--- config.mk ---
export PLATFORM = sky130hd
export DESIGN_NAME = multi_task_sequencer
export DESIGN_NICKNAME = d
export VERILOG_FILES = /design/src/rtl/multi_task_sequencer.sv
export SDC_FILE = /design/constraint.sdc
export NUM_CORES = 1
export LEC_CHECK = 0
export CORE_ASPECT_RATIO = 0.6
export CORE_MARGIN = 2
export CORE_UTILIZATION = 40
export DETAILED_ROUTE_END_ITERATION = 10
export HOLD_SLACK_MARGIN = 0.1
export PLACE_DENSITY = 0.7
export SYNTH_ARGS = -nofsm -noshare
export SYNTH_HDL_FRONTEND = slang
export SYNTH_SLANG_ARGS = --single-unit
--- constraint.sdc ---
create_clock -name CLK -period 1.5 [get_ports CLK]
set_input_delay 0.15 -clock CLK [delete_from_list [all_inputs] [get_ports CLK]]
set_output_delay 0.15 -clock CLK [all_outputs]
set_load 0.05 [all_outputs]
--- src/rtl/multi_task_sequencer.sv ---
// multi_task_sequencer: per-channel start/done task sequencer with a bounded request queue.
// Define TASK_TIMEOUT_EN to build a per-channel RUN watchdog that aborts after TIMEOUT_CYCLES.
module multi_task_sequencer #(
    parameter int CHANNELS       = 4,
    parameter int DEPTH          = 3,
    parameter int CNT_WIDTH      = $clog2(DEPTH + 1),
    parameter int TIMEOUT_CYCLES = 1024
) (
    input  logic                          CLK,
    input  logic                          RST_N,
    input  logic [CHANNELS-1:0]           FLAG_IN,
    input  logic [CHANNELS-1:0]           TASK_DONE_IN,
    input  logic                          CLEAR,
    output logic [CHANNELS-1:0]           FLAG_OUT,
    output logic [CHANNELS-1:0]           BUSY,
    output logic [CHANNELS-1:0]           TASK_DONE_OUT,
    output logic [CHANNELS-1:0]           TIMEOUT,
    output logic [CHANNELS-1:0]           OVERFLOW,
    output logic [CHANNELS*CNT_WIDTH-1:0] PENDING
);
    typedef enum logic [1:0] {IDLE, RUN, DONE} state_t;
    genvar i;
    generate
        for (i = 0; i < CHANNELS; i++) begin : g_ch
            state_t               state, state_nx;
            logic [CNT_WIDTH-1:0] pend, pend_nx;
            logic                 ovf, ovf_nx, start, start_nx, tmo, tmo_nx;
            logic                 expire, busy, done_out, tmo_out;
`ifdef TASK_TIMEOUT_EN
            localparam int TW = $clog2(TIMEOUT_CYCLES + 1);
            logic [TW-1:0] wd;
            always_ff @(posedge CLK or negedge RST_N)
                if (!RST_N) wd <= '0;
                else        wd <= (state == RUN) ? wd + 1'b1 : '0;
            assign expire = (state == RUN) && (wd == TW'(TIMEOUT_CYCLES - 1));
`else
            assign expire = TIMEOUT_CYCLES < 0;
`endif
            always_ff @(posedge CLK or negedge RST_N) begin
                if (!RST_N) begin
                    state <= IDLE;
                    pend  <= '0;
                    ovf   <= 1'b0;
                    start <= 1'b0;
                    tmo   <= 1'b0;
                end else begin
                    state <= state_nx;
                    pend  <= pend_nx;
                    ovf   <= ovf_nx;
                    start <= start_nx;
                    tmo   <= tmo_nx;
                end
            end
            always_comb begin
                state_nx = state;
                pend_nx  = pend;
                start_nx = 1'b0;
                tmo_nx   = 1'b0;
                ovf_nx   = CLEAR ? 1'b0 : ovf;
                case (state)
                    IDLE: begin
                        state_nx = FLAG_IN[i] ? RUN : IDLE;
                        start_nx = FLAG_IN[i];
                    end
                    RUN: begin
                        state_nx = (TASK_DONE_IN[i] || expire) ? DONE : RUN;
                        tmo_nx   = !TASK_DONE_IN[i] && expire;
                        if (FLAG_IN[i] && pend == CNT_WIDTH'(DEPTH)) ovf_nx = 1'b1;
                        else if (FLAG_IN[i])                          pend_nx = pend + 1'b1;
                    end
                    DONE: begin
                        // a flag arriving with work queued nets out against the request being consumed
                        state_nx = (pend != '0 || FLAG_IN[i]) ? RUN : IDLE;
                        start_nx = pend != '0 || FLAG_IN[i];
                        pend_nx  = (pend != '0 && !FLAG_IN[i]) ? pend - 1'b1 : pend;
                    end
                    default: state_nx = IDLE;
                endcase
            end
            always_comb begin
                busy     = state == RUN;
                done_out = state == DONE && !tmo;
                tmo_out  = state == DONE && tmo;
            end
            assign FLAG_OUT[i]                        = start;
            assign BUSY[i]                            = busy;
            assign TASK_DONE_OUT[i]                   = done_out;
            assign TIMEOUT[i]                         = tmo_out;
            assign OVERFLOW[i]                        = ovf;
            assign PENDING[i*CNT_WIDTH +: CNT_WIDTH]  = pend;
        end
    endgenerate
endmodule

**Word-level counts from Yosys, hierarchy flattened**

Index checks and enable logic that the tools add are counted.

- Add/subtract/negate cells: 8
- Equal/unequal tests: 24
- Mux-type cells: 48
- Reduce and logical (&&, ||, !) cells: 32

Operators by type and width:

| cell | count |
|---|---|
| 2-bit 2-to-1 mux | 16 |
| 2-bit != test, second input constant | 12 |
| 2-bit case mux with 3 select lines | 4 |
| 1-bit 2-to-1 mux | 20 |
| 2-bit == test, second input constant | 8 |
| 2-bit case mux with 2 select lines | 4 |
| 4-bit AND reduction | 4 |
| 2-bit nonzero test | 8 |
| 2-bit by 1-bit adder with 2-bit output, second input constant | 4 |
| 2-bit by 1-bit == test with 1-bit output, second input constant | 4 |
| 1-bit logical AND | 8 |
| 2-bit logical NOT | 4 |
| 1-bit case mux with 2 select lines | 4 |
| 2-bit by 1-bit subtractor with 2-bit output, second input constant | 4 |
| 1-bit logical NOT | 4 |
| 1-bit logical OR | 4 |

- Register bits: 24
- Input bits: 11
- Output and inout bits: 28
- Logic and storage cells: 128

**Longest topological paths before layout**

Gate-level depths: netlist (run 1).

- Depth after elaboration: 4
- Gate-level depth with buffers: 3
- Gate-level depth less buffers: 3

**Worst setup path after synthesis (run 1)**

Ideal clock, no wire load.

- Path type: reg2reg
- Start: register g_ch[2].pend[0]
- End: register g_ch[2].pend[0]
- Arrival time: 1.185 ns
- Data required time: 1.333 ns
- Path slack: 0.148 ns
- Cell stages (with the launch flop): 4
- Path buffers: 0
- Path through: dfrtp_1 nor4bb_1 o21a_1 a311oi_2

- Word-level cells in the longest chain between the ends: 4
- Elaborated cells on any way between the ends: 13
- Classes of those cells: add/sub (2); eq/ne (3); mux (4); reduce/logical (4)

Ends and longest elaborated chain:

| what | RTL line | source |
|---|---|---|
| start: declaration | 26 | `logic [CNT_WIDTH-1:0] pend, pend_nx;` |
| start signal: assignment | 48 | `pend <= pend_nx;` |
| 2-bit by 1-bit adder with 2-bit output (tied with other cells) | 69 | `else if (FLAG_IN[i]) pend_nx = pend + 1'b1;` |
| 2-bit 2-to-1 mux (tied with other cells) | 69 |  |
| 2-bit 2-to-1 mux / 2-bit != test (equally long branches) | - |  |
| 2-bit case mux with 2 select lines / 4-bit AND reduction (equally long branches) | - |  |

Several ways; a longest one is shown, not always the timed one. The select of a mux whose other input is x is not followed.
A chain may end at the register's enable or synchronous reset.

**Final worst setup path (run 1)**

- Start: register g_ch[1].state[0]
- End: output port TASK_DONE_OUT[1]

- Word-level cells in the longest chain between the ends: 1

Ends and longest elaborated chain:

| what | RTL line | source |
|---|---|---|
| start: declaration | 25 | `state_t state, state_nx;` |
| start signal: assignment | 47 | `state <= state_nx;` |
| 2-bit == test | 82 | `done_out = state == DONE && !tmo;` |
| end: declaration | 16 | `output logic [CHANNELS-1:0] TASK_DONE_OUT,` |

No other way between the ends.

==> results.md, run 1 <==
- Drt pass-1 iters: 4
- Crit share post-route: 0.921
- Min cycle time layout: 1380 ps
- FP Rows: 15
- CP max stage cell: dfrtp_1
- Yosys top cell area share: 0.477
- Slew Viols, Final: 0
- Synth warnings: 0
- Psw: 1830 uW
- Fmax: 724 MHz
- H-Tree Depth: 1
- Sequential power share: 0.311
- First-pass GRT wire length: 4130 microns
- Critical path capture point: TASK_DONE_OUT[1]
- Min-Delay Path Class: input port to asynchronous set/reset pin
- Sequential-to-total area share from yosys stat: 0.477
- Core box area: 2930 sq um
- Syn Std Cell Area: 1260 sq um
- Buffers on Ports: 34
- Reg2reg path depth: 3
- Final Util: 0.576
- CP Launch Point: g_ch[1].state[0]$_DFF_PN0_
- Pwr dens: 2300 nW/um^2
- Unrepaired setup endpoints after global routing: no
- Clk root buf: clkbuf_8
- Post-synth EDFFs: 0
- Async set-reset flop share out of synthesis: 1.00
- Gate power share: 0.576
- PostCTS Resize Cnt: 0
- Status: complete, no violations
- Drt initial violations: 44
- Die width: 76.5 microns
- N_diodes: 0
- Vias: 948
- DP HPWL: 1900 microns
- Arrival @ worst endpoint: 1230 ps
- Endpoints failing hold: 0
- Number of global-route vias before repair: 889
- Layout area overhead: 33.9%
- Post-CTS Setup Inserts: 0
- GRT overflow: 0
- Clock network fraction of total power: 0.113
- Placed cell areas: 1630 sq um
- CP Class: flip-flop to output pin
- Synthesis-stage register bit count: 24
- Via-to-Cell Ratio: 4.99
- Total Routing Usage GR: 0.153
- Clock Skew: 1.46 ps
- Post-route cell area: 1690 sq um
- Reg2reg end: g_ch[1].pend[0]$_DFFE_PN0P_
- Number of fill cells: 254
- Area contributors post-synth: dfrtp_1 48%, buf_4 12%, a21oi_1 4.0%
- Routed Antenna Nets: 0
- Cell Int Power: 2050 uW
- DRC: 0
- Hold Buf Count CTS: 0
- Peak VDD IR: 0.00111 V
- Flop2flop setup slack: 320 ps
- Top Ports: 39
- Starting Density: 0.430
- Reg clk slew, reported paths: 80 ps
- Synth unique cells: 31
- Crit-path max cell delay: 440 ps
- Syn avg cell area: 10.1 sq um
- Initial antenna violation count: 0
- Leading area contributor after synthesis: dfrtp_1
- Avg WL per Cell: 13.7 microns
- Leak Pwr: 0.000776 uW
- Post-synth top flop: dfrtp_1
- Share of post-route cells with drive strength above 1: 0.257
- Sink Count: 24
- CTS Buf Count: 3
- CTS max path bufs: 2
- Layout Nets: 160
- Final Setup Violations: 0
- DRT Wirelength: 2590 microns
- Crit. End Element: output pin
- Number of max-cap violations: 0
- CTS tree: done
- Die ar.: 3630 sq um
- Setup TNS: 0 ps
- Crit-path max FO: 5
- Worst Setup Start Kind: flip-flop
- Leading cell type by number of instances after synthesis: dfrtp_1
- RD Place Congestion: 0.890
- Synth Instances: 125
- Die Height: 47.5 microns
- Switching part of the total: 0.472
- Post-synth top cells: 24 x dfrtp_1, 20 x buf_4, 13 x inv_1, 10 x a21oi_1, 10 x o21ai_0
- Reg2Reg Launch Point: g_ch[1].pend[0]$_DFFE_PN0P_
- Critical-path cell list: nor2b_1 -> buf_12
- CP required: 1350 ps
- Skew-Pair Late Insertion Delay: 270 ps
- Largest net degree at the start of global routing: 25
logic make-up after synthesis:
| logic type | after synthesis | synth area share |
|---|---|---|
| other | 1 | 0.00298 |
| buffers and inverters | 33 | 0.158 |
| AND/OR/NAND/NOR | 32 | 0.177 |
| AO/OA/AOI/OAI | 35 | 0.186 |
| flip-flops | 24 | 0.477 |
sequential cells by signal (all words and copies together) (netlist names):
name	cells
g_ch.ovf	4
g_ch.state	8
g_ch.pend	8
g_ch.start	4
final cells by class:
class                           count  area (sq um)  area share
Clock buffer                        4          55.1      0.0326
Inverter                           13          48.8      0.0289
Multi-Input combinational cell     71           472       0.280
Sequential cell                    24           601       0.356
Tap cell                           42          52.6      0.0312
Timing Repair Buffer               36           458       0.272
critical path, delay by kind of cell, from the launching register on:
family | cells | cell delay (ps)
buf+inv | 1 | 190
flops | 1 | 440
simple gates | 1 | 340
worst min-delay path by stage:
stage | startpoint | to
2_1_floorplan | RST_N | g_ch[0].ovf$_DFF_PN0_
3_3_place_gp | g_ch[1].state[0]$_DFF_PN0_ | g_ch[1].start$_DFF_PN0_
3_5_place_dp | RST_N | g_ch[1].pend[1]$_DFFE_PN0P_
4_1_cts | RST_N | g_ch[1].pend[1]$_DFFE_PN0P_
5_1_grt | RST_N | g_ch[1].pend[1]$_DFFE_PN0P_
6_report | RST_N | g_ch[1].state[1]$_DFF_PN0_
power groups by stage:
| stage | registers (uW) | clock network (uW) | logic [uW] |
|---|---|---|---|
| floorplan | 1360 | 0 | 1360 |
| global route | 1250 | 482 | 2350 |
| global placement | 1180 | 0 | 2220 |
| CTS | 1200 | 460 | 2250 |
| finish | 1210 | 441 | 2240 |
| detailed placement | 1210 | 0 | 2250 |
placed cells by master (no fill, tap or decap), types with 2 or more instances in the layout:
cell / count
or3b_1: 2
nand3_1: 2
and2_1: 3
conb_1: 4
nor2_1: 4
a311oi_2: 2
nand3b_1: 2
buf_12: 13
dfrtp_1: 24
o21ai_0: 10
o22ai_1: 2
nor2b_1: 8
and3b_1: 2
inv_1: 13
buf_4: 13
clkbuf_8: 4
clkdlybuf4s50_1: 10
a21oi_1: 10
a311oi_1: 2
a21o_1: 4
layer usage:
| metal | track usage | routed length [microns] | vias up | share of wire |
|---|---|---|---|---|
| li1 | - | - | 449 | - |
| met1 | 0.192 | 1140 | 462 | 0.44 |
| met2 | 0.244 | 1250 | 35 | 0.48 |
| met3 | 0.0604 | 189 | 2 | 0.073 |
| met4 | 0.0691 | 17 | 0 | 0.0066 |
| met5 | 0 | 0 | - | 0 |
per-stage QoR:
| stage | setup slack [ps] | total power, uW | instances | hold slack, ps |
|---|---|---|---|---|
| finish | 119 | 3890 | 190 | 226 |
| global route | 46.5 | 4080 | 190 | 272 |
| CTS | 107 | 3920 | 190 | 230 |
| detailed placement | 157 | 3460 | 186 | 531 |
| global placement | 198 | 3400 | 186 | 511 |
| floorplan | 148 | 2720 | 128 | -146 |
Power figures use the tool's default switching activity.
==> inputs of run 2 (changes only) <==
CORE_MARGIN = 8   (was 2)
==> results.md, run 2 (same netlist as run 1, synthesis figures left out) <==
- Status: complete, no violations
- Core box area: 2930 sq um
- Via-to-Cell Ratio: 4.85
- Unrepaired setup endpoints after global routing: no
- Cell Int Power: 2180 uW
- Arrival @ worst endpoint: 1210 ps
- DRC: 0
- Routed Antenna Nets: 0
- Skew-Pair Late Insertion Delay: 270 ps
- Leading cell type in the layout, fill and taps excluded: dfrtp_1
- Psw: 1820 uW
- Slew Viols, Final: 0
- Avg WL per Cell: 13.4 microns
- CP top delay family: flip-flops
- Setup TNS: 0 ps
- Flop2flop setup slack: 320 ps
- Vias: 922
- H-Tree Depth: 1
- Switching part of the total: 0.456
- DRT Wirelength: 2550 microns
- CTS Buf Count: 3
- GRT overflow: 0
- Drt pass-1 iters: 4
- Most frequent cells in the layout: 24 x dfrtp_1, 13 x inv_1, 13 x buf_12, 13 x buf_4
- Endpoints failing hold: 0
- N_diodes: 0
- Reg clk slew, reported paths: 80 ps
- Worst Setup Start Kind: flip-flop
- CTS max path bufs: 2
- Die width: 88.5 microns
- Peak VDD IR: 0.00110 V
- Min cycle time layout: 1360 ps
- CP max stage cell: dfrtp_1
- Drt initial violations: 9
- CP required: 1350 ps
- Number of global-route vias before repair: 883
- RD Place Congestion: 0.829
- Clock network fraction of total power: 0.141
- Pwr dens: 2350 nW/um^2
- CP Class: flip-flop to output pin
- Final Setup Violations: 0
- Gate power share: 0.562
- Crit. End Element: output pin
- Buffers on Ports: 34
- Starting Density: 0.430
- Clk root buf: clkbuf_8
- Sequential power share: 0.297
- Crit-path max FO: 6
- Hold slack: 222 ps
- Share of post-route cells with drive strength above 1: 0.264
- Die ar.: 5260 sq um
- Top Ports: 39
- Number of max-cap violations: 0
- Min-Delay Path Class: input port to asynchronous set/reset pin
- Critical-path cell list: nor2b_1 -> buf_12
- Layout area overhead: 35.4%
- FP Rows: 15
- CTS tree: done
- Leak Pwr: 0.000783 uW
- Die Height: 59.5 microns
- First-pass GRT wire length: 4170 microns
- Crit share post-route: 0.905
- DP HPWL: 1990 microns
- Largest regs: g_ch.pend (8), g_ch.state (8)
- Largest net degree at the start of global routing: 25
- Clock Skew: 2.71 ps
- Sink Count: 24
- Initial antenna violation count: 0
- Crit-path max cell delay: 420 ps
- Final Util: 0.582
- Total Routing Usage GR: 0.103
- Crit path buf inv count: 1
- Layout Nets: 160
- Hold Buf Count CTS: 0
- Fmax: 737 MHz
[run 2: changes by cell type in the layout (fill, tap and decap cells not counted)]
cell | previous run | this run
clkbuf_8 | 4 | 3
nor2b_1 | 8 | 7
bufinv_16 | 0 | 1
nor2b_2 | 0 | 1
[run 2: through the flow]
step | setup slack, ps | area (sq um) | total power, uW | cells
floorplan | 148 | 1270 | 2720 | 128
global placement | 200 | 1630 | 3410 | 186
detailed placement | 137 | 1630 | 3460 | 186
CTS | 63.1 | 1700 | 4030 | 190
global route | 20.9 | 1710 | 4190 | 190
finish | 143 | 1710 | 4000 | 190
[run 2: final cells by class]
| type | count | area [sq um] |
|---|---|---|
| fill | 254 | 1220 |
| sequential | 24 | 601 |
| inverter | 13 | 48.8 |
| tap | 42 | 52.6 |
| timing repair buffer | 36 | 458 |
| clock buffer | 3 | 41.3 |
| multi-input combinational | 71 | 474 |
| clock inverter | 1 | 30.0 |
[run 2: routing by layer]
layer	global-route usage	share of wire
met2	0.159	0.44
met3	0.0512	0.097
met1	0.123	0.46
met5	0	0
met4	0.0286	0.0067
[run 2: power groups by stage]
stage | clock, uW | combinational [uW] | sequential, uW
2_1_floorplan | 0 | 1360 | 1360
3_3_place_gp | 0 | 2240 | 1170
3_5_place_dp | 0 | 2260 | 1190
4_1_cts | 579 | 2270 | 1180
5_1_grt | 597 | 2350 | 1240
6_report | 566 | 2250 | 1190
[run 2: timing repair]
item,CTS,global route
buffers inserted,0,0
resized for setup,0,1
endpoints found under the setup margin,0,1
[run 2: path summary, 6_finish.rpt]
path,startpoint,end,depth (start not counted)
worst max-delay path,g_ch[3].state[0]$_DFF_PN0_,BUSY[3],2
worst min-delay path,RST_N,g_ch[1].pend[1]$_DFFE_PN0P_,2
worst max register to register,g_ch[1].pend[0]$_DFFE_PN0P_,g_ch[1].pend[0]$_DFFE_PN0P_,3
worst min register to register,g_ch[0].ovf$_DFF_PN0_,g_ch[0].ovf$_DFF_PN0_,2
max in group asynchronous,RST_N,g_ch[0].pend[1]$_DFFE_PN0P_,2
min in group CLK,TASK_DONE_IN[1],g_ch[1].state[1]$_DFF_PN0_,2
[run 2: worst reg2reg max path, delay by kind of cell (launching register included)]
kind / cells / cell delay (ps)
flops: 1 / 500
simple gates: 1 / 320
compound gates: 2 / 230
==> inputs of run 3 (changes only) <==
--- a/config.mk
+++ b/config.mk
@@ -12,4 +12,5 @@
 export HOLD_SLACK_MARGIN = 0.1
 export PLACE_DENSITY = 0.7
+export SETUP_SLACK_MARGIN = 0.3
 export SYNTH_ARGS = -nofsm -noshare
 export SYNTH_HDL_FRONTEND = slang
==> constraint.sdc (replaced) <==
create_clock -name CLK -period 1.5 [get_ports CLK]
set_input_delay 0.3 -clock CLK [delete_from_list [all_inputs] [get_ports CLK]]
set_output_delay 0.3 -clock CLK [all_outputs]
set_load 0.05 [all_outputs]
==> results.md, run 3 (same netlist as run 1, synthesis figures left out) <==
- Status: complete, no violations
- Unrepaired setup endpoints after global routing: yes
- H-Tree Depth: 1
- Drt initial violations: 32
- Power Total: 4910 uW
- RD Place Congestion: 0.827
- Layout area overhead: 71.2%
- Leak Pwr: 0.000988 uW
- Crit-path max FO: 4
- Critical-path cell list: and2b_4 -> buf_12
- DRT Wirelength: 3460 microns
- Starting Density: 0.430
- Setup WS post-layout: 107 ps
- Die width: 88.5 microns
- Endpoints failing hold: 0
- Fmax: 718 MHz
- Crit. End Element: output pin
- Min cycle time layout: 1390 ps
- Clk root buf: clkbuf_8
- Reg2reg end: g_ch[2].pend[0]$_DFFE_PN0P_
- Reg2reg path depth: 4
- GRT overflow: 0
- Register area: 617 sq um
- Buffers on Ports: 34
- Crit-path max cell delay: 410 ps
- First-pass GRT wire length: 5490 microns
- Die ar.: 5260 sq um
- Largest net degree at the start of global routing: 25
- Peak VDD IR: 0.00115 V
- Hold slack: 379 ps
- CP required: 1200 ps
- FP Rows: 15
- Top Ports: 39
- Final Setup Violations: 0
- Min-Delay Path Class: input port to asynchronous set/reset pin
- CP Launch Point: g_ch[1].state[1]$_DFF_PN0_
- Layout Nets: 189
- Crit share post-route: 0.928
- Sink Count: 24
- Vias: 1099
- Flop2flop setup slack: 250 ps
- Number of max-cap violations: 0
- Number of global-route vias before repair: 1128
- CP max stage cell: dfrtp_1
- Worst Setup Start Kind: flip-flop
- Reg2Reg Launch Point: g_ch[2].state[1]$_DFF_PN0_
- Largest regs: g_ch.pend (8), g_ch.state (8)
- Critical path capture point: BUSY[1]
- Via-to-Cell Ratio: 5.02
- Post-place setup slack: -11.1 ps
- CTS tree: done
- Slew Viols, Final: 0
- CP Class: flip-flop to output pin
- Share of post-route cells with drive strength above 1: 0.537
- Routed Antenna Nets: 0
- Clock Skew: 10.9 ps
- Most frequent cells in the layout: 27 x buf_4, 25 x buf_12, 13 x inv_1, 13 x dfrtp_2, 11 x dfrtp_1
- Avg WL per Cell: 15.8 microns
- N_diodes: 0
- Initial antenna violation count: 0
- CTS max path bufs: 2
- DRC: 0
- Total Routing Usage GR: 0.136
- CTS Buf Count: 3
- Leading cell type in the layout, fill and taps excluded: buf_4
- Drt pass-1 iters: 6
- Die Height: 59.5 microns
- Multi-input gate area: 554 sq um
- Reg clk slew, reported paths: 90 ps
- Pwr dens: 2280 nW/um^2
- Skew-Pair Late Insertion Delay: 270 ps
- DP HPWL: 2110 microns
- Number of fill cells: 202
- Arrival @ worst endpoint: 1090 ps
- Core box area: 2930 sq um
- Hold Buf Count CTS: 0
-- run 3: changes by cell type in the layout (fill, tap and decap cells not counted), sizes merged --
cell	before	now
dlymetal6s2s	0	1
clkdlybuf4s50	10	9
buf	26	55
clkbuf	3	4
bufinv	1	0
-- run 3: cell type report --
class,count,share of cell area
Multi-Input combinational cell,71,0.257
Tap cell,42,0.0244
Clock buffer,4,0.0209
Sequential cell,24,0.286
Inverter,13,0.0226
Timing Repair Buffer,65,0.389
-- run 3: power breakdown --
group          total, uW  internal (uW)  switching (uW)
sequential          1200            911             294
combinational       3310           1690            1620
clock                402            190             212
-- run 3: repair_timing --
action	CTS	global route
endpoints found under the setup margin	19	20
setup buffers	24	5
resized for setup	27	13
hold endpoints to repair	0	0
pin swaps	3	4
-- run 3: worst min path at each step --
stage	cells after the start	to	slack, ps	start
final	2	g_ch[3].pend[0]$_DFFE_PN0P_	380	RST_N
after global routing	2	g_ch[3].pend[0]$_DFFE_PN0P_	420	RST_N
after CTS	2	g_ch[0].ovf$_DFF_PN0_	390	RST_N
after detailed placement	1	g_ch[1].start$_DFF_PN0_	530	g_ch[1].state[0]$_DFF_PN0_
after global placement	1	g_ch[0].start$_DFF_PN0_	510	g_ch[0].state[0]$_DFF_PN0_
after floorplan	0	g_ch[0].ovf$_DFF_PN0_	4	RST_N
-- run 3: metal layers --
metal / up-vias / track usage / wire, microns
li1: 512 / - / -
met1: 548 / 0.151 / 1450
met2: 34 / 0.231 / 1720
met3: 5 / 0.0581 / 240
met4: 0 / 0.0430 / 44
met5: - / 0 / 0
-- run 3: through the flow --
stage                     utilization  instances  cell area, sq um  setup TNS (ps)
final                           0.737        219              2160               0
after global routing            0.737        219              2160               0
after CTS                       0.711        214              2080               0
after detailed placement        0.605        186              1770           -20.7
after floorplan                     -        128              1270               0
after global placement          0.605        186              1770               0
-- run 3: worst max-delay path: cells and delay by family, from the launching register on --
kind / cells / cell delay [ps]
flip-flops: 1 / 410
buffers and inverters: 1 / 130
AND/OR/NAND/NOR: 1 / 280
